`src/rtl/demux_pkg.sv`:
```
// Shared lane/select definitions for the 1x4 demux and 4x1 mux ends of the path.
// Latency: n/a (types and constants only).
// Backpressure: n/a.
package demux_pkg;

  localparam int NUM_LANES = 4;
  localparam int SEL_W     = 2;

  typedef logic [SEL_W-1:0] sel_t;

  // Lane index following g in ascending order; wraps 3 -> 0 through the 2-bit width.
  function automatic sel_t next_lane(input sel_t g);
    return g + sel_t'(1);
  endfunction

endpackage

```
`src/rtl/rr_mux_4x1_arbiter.sv`:
```
// Round-robin request picker: first asserted request at or after ptr, ascending mod 4.
// Latency: purely combinational.
// Backpressure: none; the caller gates the grant with its own load condition.
module rr_arbiter_4
  import demux_pkg::*;
(
  input  logic [NUM_LANES-1:0] req,
  input  sel_t                 ptr,
  output logic                 gnt_valid,
  output sel_t                 gnt
);

  // Walk the lanes starting at ptr; the first requester found wins.
  always_comb begin
    sel_t idx;
    gnt_valid = 1'b0;
    gnt       = '0;
    idx       = '0;
    for (int k = 0; k < NUM_LANES; k++) begin
      idx = ptr + sel_t'(k);
      if (!gnt_valid && req[idx]) begin
        gnt_valid = 1'b1;
        gnt       = idx;
      end
    end
  end

endmodule

```
`src/rtl/rr_mux_4x1.sv`:
```
// Merges four valid/ready lanes onto one stream, round-robin, reporting the source lane.
// Latency: 1 cycle from lane handshake to beat on out_*; 1 beat/cycle sustained.
// Backpressure: a held beat with out_ready=0 stalls everything; all in_ready drop.
module rr_mux_4x1
  import demux_pkg::*;
#(
  parameter int WIDTH = 8
) (
  input  logic                       clk,
  input  logic                       rst_n,
  input  logic [NUM_LANES-1:0]       in_valid,
  input  logic [NUM_LANES*WIDTH-1:0] in_data,
  output logic [NUM_LANES-1:0]       in_ready,
  output logic                       out_valid,
  output logic [WIDTH-1:0]           out_data,
  output sel_t                       out_sel,
  input  logic                       out_ready
);

  logic             out_valid_q, out_valid_d;
  logic [WIDTH-1:0] out_data_q,  out_data_d;
  sel_t             out_sel_q,   out_sel_d;
  sel_t             ptr_q,       ptr_d;

  logic             load;
  logic             gnt_valid;
  sel_t             gnt;
  logic [WIDTH-1:0] gnt_data;

  // Output register is free when empty or when its beat leaves this cycle.
  assign load = !out_valid_q || out_ready;

  rr_arbiter_4 u_arb (
    .req       (in_valid),
    .ptr       (ptr_q),
    .gnt_valid (gnt_valid),
    .gnt       (gnt)
  );

  // Pick the granted lane's data out of the flattened input bus.
  always_comb begin
    gnt_data = '0;
    for (int i = 0; i < NUM_LANES; i++) begin
      if (gnt == sel_t'(i)) gnt_data = in_data[i*WIDTH +: WIDTH];
    end
  end

  // Only the granted lane sees ready, and only when the beat can actually be taken.
  always_comb begin
    in_ready = '0;
    if (rst_n && load && gnt_valid) in_ready[gnt] = 1'b1;
  end

  // Next state: load a granted beat, go empty on no grant, hold everything on stall.
  always_comb begin
    out_valid_d = out_valid_q;
    out_data_d  = out_data_q;
    out_sel_d   = out_sel_q;
    ptr_d       = ptr_q;
    if (load) begin
      if (gnt_valid) begin
        out_valid_d = 1'b1;
        out_data_d  = gnt_data;
        out_sel_d   = gnt;
        ptr_d       = next_lane(gnt);
      end else begin
        out_valid_d = 1'b0;
      end
    end
  end

  // Output stage and round-robin pointer; reset drops any held beat.
  always_ff @(posedge clk) begin
    if (!rst_n) begin
      out_valid_q <= 1'b0;
      out_data_q  <= '0;
      out_sel_q   <= '0;
      ptr_q       <= '0;
    end else begin
      out_valid_q <= out_valid_d;
      out_data_q  <= out_data_d;
      out_sel_q   <= out_sel_d;
      ptr_q       <= ptr_d;
    end
  end

  assign out_valid = out_valid_q;
  assign out_data  = out_data_q;
  assign out_sel   = out_sel_q;

endmodule

```
`config.mk`:
```
export PLATFORM = sky130hd
export DESIGN_NAME = rr_mux_4x1
export DESIGN_NICKNAME = d
export VERILOG_FILES = /design/src/rtl/demux_pkg.sv /design/src/rtl/rr_mux_4x1_arbiter.sv /design/src/rtl/rr_mux_4x1.sv
export SDC_FILE = /design/constraint.sdc
export NUM_CORES = 1
export LEC_CHECK = 0
export CAP_MARGIN = 5
export CORE_MARGIN = 2
export CORE_UTILIZATION = 33
export CTS_CLUSTER_SIZE = 24
export DETAILED_ROUTE_END_ITERATION = 10
export PLACE_DENSITY = 0.82
export SLEW_MARGIN = 30
export SYNTH_ARGS = -nofsm -noshare
export SYNTH_HDL_FRONTEND = slang
export SYNTH_SLANG_ARGS = --single-unit
```
`constraint.sdc`:
```
create_clock -name clk -period 1.82 [get_ports clk]
set_input_delay 0.182 -clock clk [delete_from_list [all_inputs] [get_ports clk]]
set_output_delay 0.182 -clock clk [all_outputs]
set_load 0.02 [all_outputs]
```
==> run metrics <==
final-report hold violation count=0; first-pass GRT wire length=~5.6 mm; status=complete, but fails checks; HP Class=flip-flop to flip-flop; final setup fails=12; number of I/O port buffers=53; area of the multi-input gates=692 sq um; Max Freq=slightly above 500 MHz; number of synthesized register bits=13; routed len/inst=roughly 16 microns; CP Max Fanout=3; crit path time final=approximately 2.0 ns; Clock Sinks=13; vias per cell=5.22; CP startpoint kind=flip-flop; Total Wirelength=about 3.5 mm; TritonRoute pass-1 iters=4; adder-cell share of the synthesized area=0.0546; Initial Util=0.341; TritonCTS Buffers=3; Nets=236; DIE AREA=around 3200 sq um; Routed Antenna Nets=0; Final GP Congestion=just over 0.8; Syn Nets=164; power per cell area=just under 800 nW/um^2; crit share post-route=1.08; post-placement setup slack=-0.706 ns; largest family of logic cells by synthesized area=compound AO/OA/AOI/OAI gates; diode count=0; Storage cell area=263 sq um; Syn Area/Cell=approximately 7.6 sq um; CP max stage cell=dfxtp_2; cell count after synthesis=121; setup ws final=-0.145 ns; mapped cell area=slightly above 900 sq um; layout cells sized above 1=0.349; total gr overflow=0; Cell Chain, Critical Path=and2b_4, o32ai_4, buf_6, inv_4, ha_4, and3_4, buf_6; GR Util All Layers=0.221; CTS tree=done; multiplexer area fraction after synthesis=0.0109; IO Pins=54; CP Capture Type=output port; Fillers=200; leakage power=between 0.0007 and 0.0008 uW; Top cell by count, worst path=buf_6; antenna violations before repair=0; max cap viols=0; Residual DRC=0; die width=56.7 microns; area grow syn2layout=98.6%; Synth Area in XOR/XNOR=0; RSZ-0062 raised after global routing=yes; CP arrival=about 1.8 ns; post-synthesis sequential area ratio=0.284; worst hold slack=0.514 ns; failing checks=setup timing; fraction of the mapped netlist area in simple logic gates=0.164; vias in the first global route=1232; H-tree lvl count=1; synth warn=0; Post-DP HPWL=2.26 mm; clock transition at the registers of the reported paths=approximately 0.08 ns; Top delay family on crit path=flip-flops; Starting DRT DRC Count=36; Vias=between 1000 and 1500; CP Class=flip-flop to output port; Distinct cells, synth=30; Worst Max-Slew Pin Slew=roughly 0.33 ns; async set-reset flop share out of synthesis=0; FP Rows=19; Core Area=roughly 2700 sq um; CP peak stage delay=0.36 ns; post-synthesis compound-gate area fraction=0.378; DIE HEIGHT=approximately 57 microns; largest net degree at the start of global routing=23; Rel. slew slack=0.775; CTS Root Cell=clkbuf_4; Max IR drop VDD=roughly 0.66 mV; Main synth FF type=dfxtp_1; critical path required time=roughly 1.6 ns; Worst Clk Skew=approximately 0.0063 ns; Post-synth EDFFs=0; CTS Buffer Depth=2; Slew Viols, Final=0; CP bufs+invs=3; Skew-Pair Late Insertion Delay=~0.27 ns
[cells by family after synthesis]
logic type	Yosys count
flip-flops	13
AO/OA/AOI/OAI	57
buffers and inverters	21
adder cells (fa/ha/maj)	4
multiplexers	1
AND/OR/NAND/NOR	25
[placed cells by master, fill, tap and decap left out, types with 2 or more instances in the layout]
master / netlist / final
a21oi_2: 0 / 8
inv_1: 10 / 9
ha_4: 0 / 2
clkbuf_4: 0 / 3
a22oi_1: 8 / 4
nand2_1: 11 / 11
clkdlybuf4s50_1: 0 / 45
a21oi_4: 1 / 3
dfxtp_1: 13 / 11
and3_4: 0 / 3
nor2b_2: 0 / 2
o21ai_0: 13 / 5
nor2b_1: 4 / 2
buf_4: 0 / 17
dfxtp_2: 0 / 2
dlygate4sd2_1: 0 / 4
buf_6: 2 / 9
a21oi_1: 25 / 15
o21ai_1: 4 / 12
a22oi_2: 0 / 4
[worst paths after layout]
| kind | start | endpoint | slack (ns) | depth (start not counted) |
|---|---|---|---|---|
| min reg2reg | out_sel[1]$_SDFFE_PN0P_ | out_sel[1]$_SDFFE_PN0P_ | 0.51 | 2 |
| max reg2reg | ptr_q[0]$_SDFFE_PN0P_ | out_data[5]$_SDFFE_PN0P_ | -0.14 | 10 |
| max | ptr_q[0]$_SDFFE_PN0P_ | in_ready[2] | -0.14 | 7 |
| min | out_sel[1]$_SDFFE_PN0P_ | out_sel[1]$_SDFFE_PN0P_ | 0.51 | 2 |
[through the flow]
| stage | utilization | setup TNS, ns | power [uW] | instance area (sq um) | cells |
|---|---|---|---|---|---|
| floorplan | - | -0.0152 | 726 | 928 | 121 |
| global placement | 0.568 | -6.36 | 989 | 1530 | 208 |
| detailed placement | 0.568 | -7.88 | 1010 | 1530 | 208 |
| CTS | 0.657 | -1.11 | 1370 | 1760 | 222 |
| global route | 0.678 | -2.19 | 1520 | 1820 | 223 |
| finish | 0.678 | -1.42 | 1440 | 1820 | 223 |
[cell usage after synthesis (2+ instances only)]
library cell  count  area share
nor2b_1           4       0.027
clkbuf_1          2      0.0082
inv_1            10       0.041
o21ai_1           4       0.022
dfxtp_1          13        0.28
buf_6             2       0.025
a21oi_1          25        0.14
buf_2             4       0.022
and3_1            4       0.027
ha_1              4       0.055
a22oi_1           8       0.065
o21ai_0          13       0.071
nand2_1          11       0.045
[per-layer routing]
metal / wire length (microns) / part of all wire / global-route usage
met4: 107 / 0.030 / 0.109
met3: 283 / 0.080 / 0.0645
met2: 1780 / 0.50 / 0.382
met1: 1360 / 0.39 / 0.243
met5: 0 / 0 / 0
[repair_timing]
| action | CTS | global route |
|---|---|---|
| pin swaps | 20 | 12 |
| cloned | 1 | 0 |
| endpoints found under the setup margin | 12 | 12 |
| resized for setup | 65 | 11 |
| buffers inserted | 9 | 1 |
| endpoints found under the hold margin | 0 | 0 |
| hold buffers | 0 | 0 |
[state kept, by name (all words and copies together), names as in the netlist]
register and flops:
ptr_q 2, out_data 8, out_sel 2, out_valid 1
[tightest hold or removal path, stage by stage, from the launching register on]
cell and delay (ns):
dfxtp_1 0.31, nand2_1 0.07, o22ai_1 0.08
[area by class of cell]
class,count,area share
repair buffers,77,0.416
multi-input cells,87,0.380
flip-flops and latches,13,0.144
inverters,11,0.0240
well taps,31,0.0213
clock buffers,3,0.0124
clock inverters,1,0.00275
[power by group]
part,switching (uW),total (uW),internal (uW)
logic,433,909,476
registers,32.6,366,334
clock network,87.7,169,81.3
Note: power is estimated with default switching activity, not from simulation.
==> variant 1 (config.mk and constraints unchanged) <==
Set the package constant `NUM_LANES` to 5 (it was 4).
--- a/src/rtl/demux_pkg.sv
+++ b/src/rtl/demux_pkg.sv
@@ -5,3 +5,3 @@
 
-  localparam int NUM_LANES = 4;
+  localparam int NUM_LANES = 5;
   localparam int SEL_W     = 2;
Interface: changed (resized in_data, in_ready and in_valid); port bits go from 54 to 64. No check against the original RTL was run, so the function may have changed too.
==> variant 1 against the unedited design <==
- clock skew down 0.0029 ns
- highest routed layer unchanged
- critical endpoint unchanged
- sequential cell count unchanged
- area after synthesis up 0.27%
- critical path type unchanged
- first-iteration DRC count up 39%
- combinational power down 8.9%
- routed wire length up 3.0%
- largest cell class unchanged
- worst setup slack worse by 0.17 ns
- cell area up 1.3%
- sequential share of layout area down 0.050 points
- the flow still finishes with violations (negative setup slack)
- total power down 4.5%
==> variant 1: results (changes against the unedited design) <==
status: complete, but fails checks
failing checks: negative setup slack
share of layout cells above drive strength 1: 0.337 (-0.0123)
Power Density: 747 nW/µm² (-5.7%)
slowest stage delay, CP: 0.43 ns (+0.07 ns)
first-pass GRT wire length: 5.78 mm (+3.7%)
worst reg-to-reg setup slack: -0.29 ns (-0.15 ns)
Switching Fraction: 0.393 (+0.0103)
setup ws final: -0.319 ns (-0.174 ns)
Hold Crit Start: out_sel[0]
skew final: 0.00343 ns (-0.00290 ns)
Combinational Power: 828 µW (-8.9%)
placed cells: 218 (+4.8%)
Hold Slack: 0.486 ns (-0.0282 ns)
Compound-Gate Fraction of Synth Area: 0.347 (-0.0310)
Filler Cell Count: 227 (+14%)
Synth Area in Adders: 0.0544 (-0.000148)
worst vdd ir: 0.486 mV (-26%)
Max FO, Critical Path: 4 (+1)
Hold Path Sink: out_sel[0]
largest net degree at the start of global routing: 17 (-26%)
Post-CTS Setup Inserts: 4 (-5)
Final Setup Violations: 12 (unchanged)
post_cts resized: 58 (-11%)
top post-synthesis cells by count: a21oi_1, nand2_1, dfxtp_1
Placer Congestion: 0.826 (+2.2%)
register share of total power: 0.260 (+0.006)
-- variant 1: cell types whose count changed in the layout (fill, tap and decap cells not counted), sizes merged, moves of 2 or more --
cell,change
nand2b,+4
nor2b,-3
nand2,+2
clkbuf,+2
-- variant 1: area by class of cell --
type	instances	area share
inverters	10	0.0203
repair buffers	78	0.409
well taps	31	0.0210
flip-flops and latches	13	0.144
multi-input cells	94	0.391
clock buffers	4	0.0142
-- variant 1: per-layer routing --
metal / vias up / wire length, µm / GRT usage / share of wire
li1: 594 / - / - / -
met2: 49 / 1830 / 0.380 / 0.50
met3: 14 / 206 / 0.0323 / 0.057
met4: 0 / 116 / 0.116 / 0.032
met1: 576 / 1480 / 0.293 / 0.41
met5: - / 0 / 0 / 0
-- variant 1: tightest hold or removal path: stages, from the launching register on --
cell      delay (ns)
dfxtp_1         0.33
nand2_1         0.06
a21boi_1        0.06
==> variant 2 (config.mk and constraints unchanged) <==
Without the edit above. Reset style: asynchronous (`rst_n`), changed in one clocked block.
--- a/src/rtl/rr_mux_4x1.sv
+++ b/src/rtl/rr_mux_4x1.sv
@@ -72,3 +72,3 @@
   // Output stage and round-robin pointer; reset drops any held beat.
-  always_ff @(posedge clk) begin
+  always_ff @(posedge clk or negedge rst_n) begin
     if (!rst_n) begin
Check against the original RTL: differs if rst_n is asserted again (counterexample within 4 cycles, from zero or initial values and one cycle with rst_n low); with rst_n held inactive, the same outputs for 10 cycles.
==> variant 2 against the unedited design <==
- the flow still finishes with violations (negative setup slack)
- utilization rose by 0.38 points
- routed wire length rose by 4.6%
- sequential cell count did not move
- via count rose by 5.6%
- cell count fell by 0.45%
- critical path depth did not move
- cell area rose by 4.1%
- non-clock buffer count rose by 5
- total power rose by 47%
- worst setup slack got worse by 0.11 ns
- area after synthesis rose by 6.1%
- die area rose by 5.7%
- fmax fell by 5.2%
- critical path type is now reg2reg
- largest cell class unchanged
==> variant 2: results (changes against the unedited design) <==
Distinct cells, synth: 26 (-13%)
top post-synthesis cells by count: a21oi_1, dfrtp_1
clock network power share: 0.083 (-0.034)
post_cts resized: 34 (-48%)
worst vdd ir: 0.823 mV (+25%)
Post-CTS Setup Inserts: 4 (-5)
non-filler instance count after layout: 222 (-0.45%)
Vias: 1230 (+5.6%)
failing checks: negative setup slack
Seq/Total Area, Yosys: 0.334 (+0.0504)
status: complete, but fails checks
detailed router's first-iteration violation count: 27 (-25%)
# diodes: 0 (unchanged)
post-synthesis net count: 158 (-3.7%)
Final Setup Violations: 12 (unchanged)
skew final: 0.00581 ns (-0.000526 ns)
initial antenna violation count: 0 (unchanged)
slowest stage delay, CP: 0.45 ns (+0.09 ns)
gr usage total: 0.225 (+0.00435)
WL per Instance: 16.6 µm (+5.0%)
CP top delay family: compound AO/OA/AOI/OAI gates
grt met1 use: 0.274 (+0.0311)
dominant synthesized flop cell: dfrtp_1
setup ws final: -0.253 ns (-0.108 ns)
share of layout cells above drive strength 1: 0.288 (-0.0610)
ys async rst share: 1.00 (+1.00)
DIE AREA: 3400 µm² (+5.7%)
max FFs per register: 8 (unchanged)
placed cells: 211 (+1.4%)
Slew @ Worst Pin: 0.222 ns (-0.113 ns)
final-stage net count: 235 (-0.42%)
Pint: 1.30 mW (+45%)
worst reg2reg startpoint: ptr_q[1]
M2 GR Usage: 0.406 (+0.0240)
Worst Path Arrival: 2.26 ns (+0.48 ns)
Pleak: 0.809 nW (+8.9%)
Avg Synthesized Cell Area: 8.46 µm² (+12%)
met1 WL: 1.58 mm (+16%)
vias in the first global route: 1262 (+2.4%)
Filler Cell Count: 235 (+18%)
Sw Pwr: 830 µW (+50%)
Root Driver: clkbuf_4
Comb power frac: 0.693 (+0.064)
Placer Congestion: 0.869 (+7.5%)
WL met2: 1.93 mm (+8.1%)
post-DP HPWL: 2.74 mm (+21%)
routed length on met3: 140 µm (-51%)
drt pass-1 iters: 4 (unchanged)
first-pass GRT wire length: 5.81 mm (+4.2%)
Worst setup endpoint: out_data[4]
CTS Buf Count: 3 (unchanged)
clock transition at the registers of the reported paths: 0.08 ns (about the same)
largest net degree at the start of global routing: 17 (-26%)
reg2reg path depth: 7 (-3)
synth top area cells: dfrtp_1, a21oi_1, a221o_1, nand3b_1, a31oi_1
min-delay worst type: in2async
slowest cell on the critical path: dfrtp_1
Max FO, Critical Path: 8 (+5)
setup_tns: -2.46 ns (-1.04 ns)
met3 GRT Util: 0.0154 (-0.0491)
## variant 2: logic make-up (layout without fill, tap and decap cells)
group,count (synthesis),count (layout),share of synthesized area
AOI/OAI and AO/OA,43,43,0.303
and+or+nand+nor,36,36,0.221
buffers and inverters,19,95,0.0900
DFF,13,13,0.334
adders and majority gates,4,4,0.0514
## variant 2: cell type report
type / count / area [µm²] / area share
clock buffer: 4 / 26.3 / 0.0139
inverter: 9 / 33.8 / 0.0178
multi-input combinational: 83 / 678 / 0.358
sequential: 13 / 327 / 0.172
tap: 31 / 38.8 / 0.0204
timing repair buffer: 82 / 793 / 0.418
## variant 2: metrics by stage
stage	utilization	area (µm²)	setup slack (ns)	hold WS [ns]
6_report	0.682	1900	-0.253	0.364
3_5_place_dp	0.605	1680	-0.650	0.542
4_1_cts	0.657	1830	-0.232	0.331
5_1_grt	0.682	1900	-0.325	0.376
2_1_floorplan	-	1020	-0.0621	-0.114
3_3_place_gp	0.605	1680	-0.598	0.526
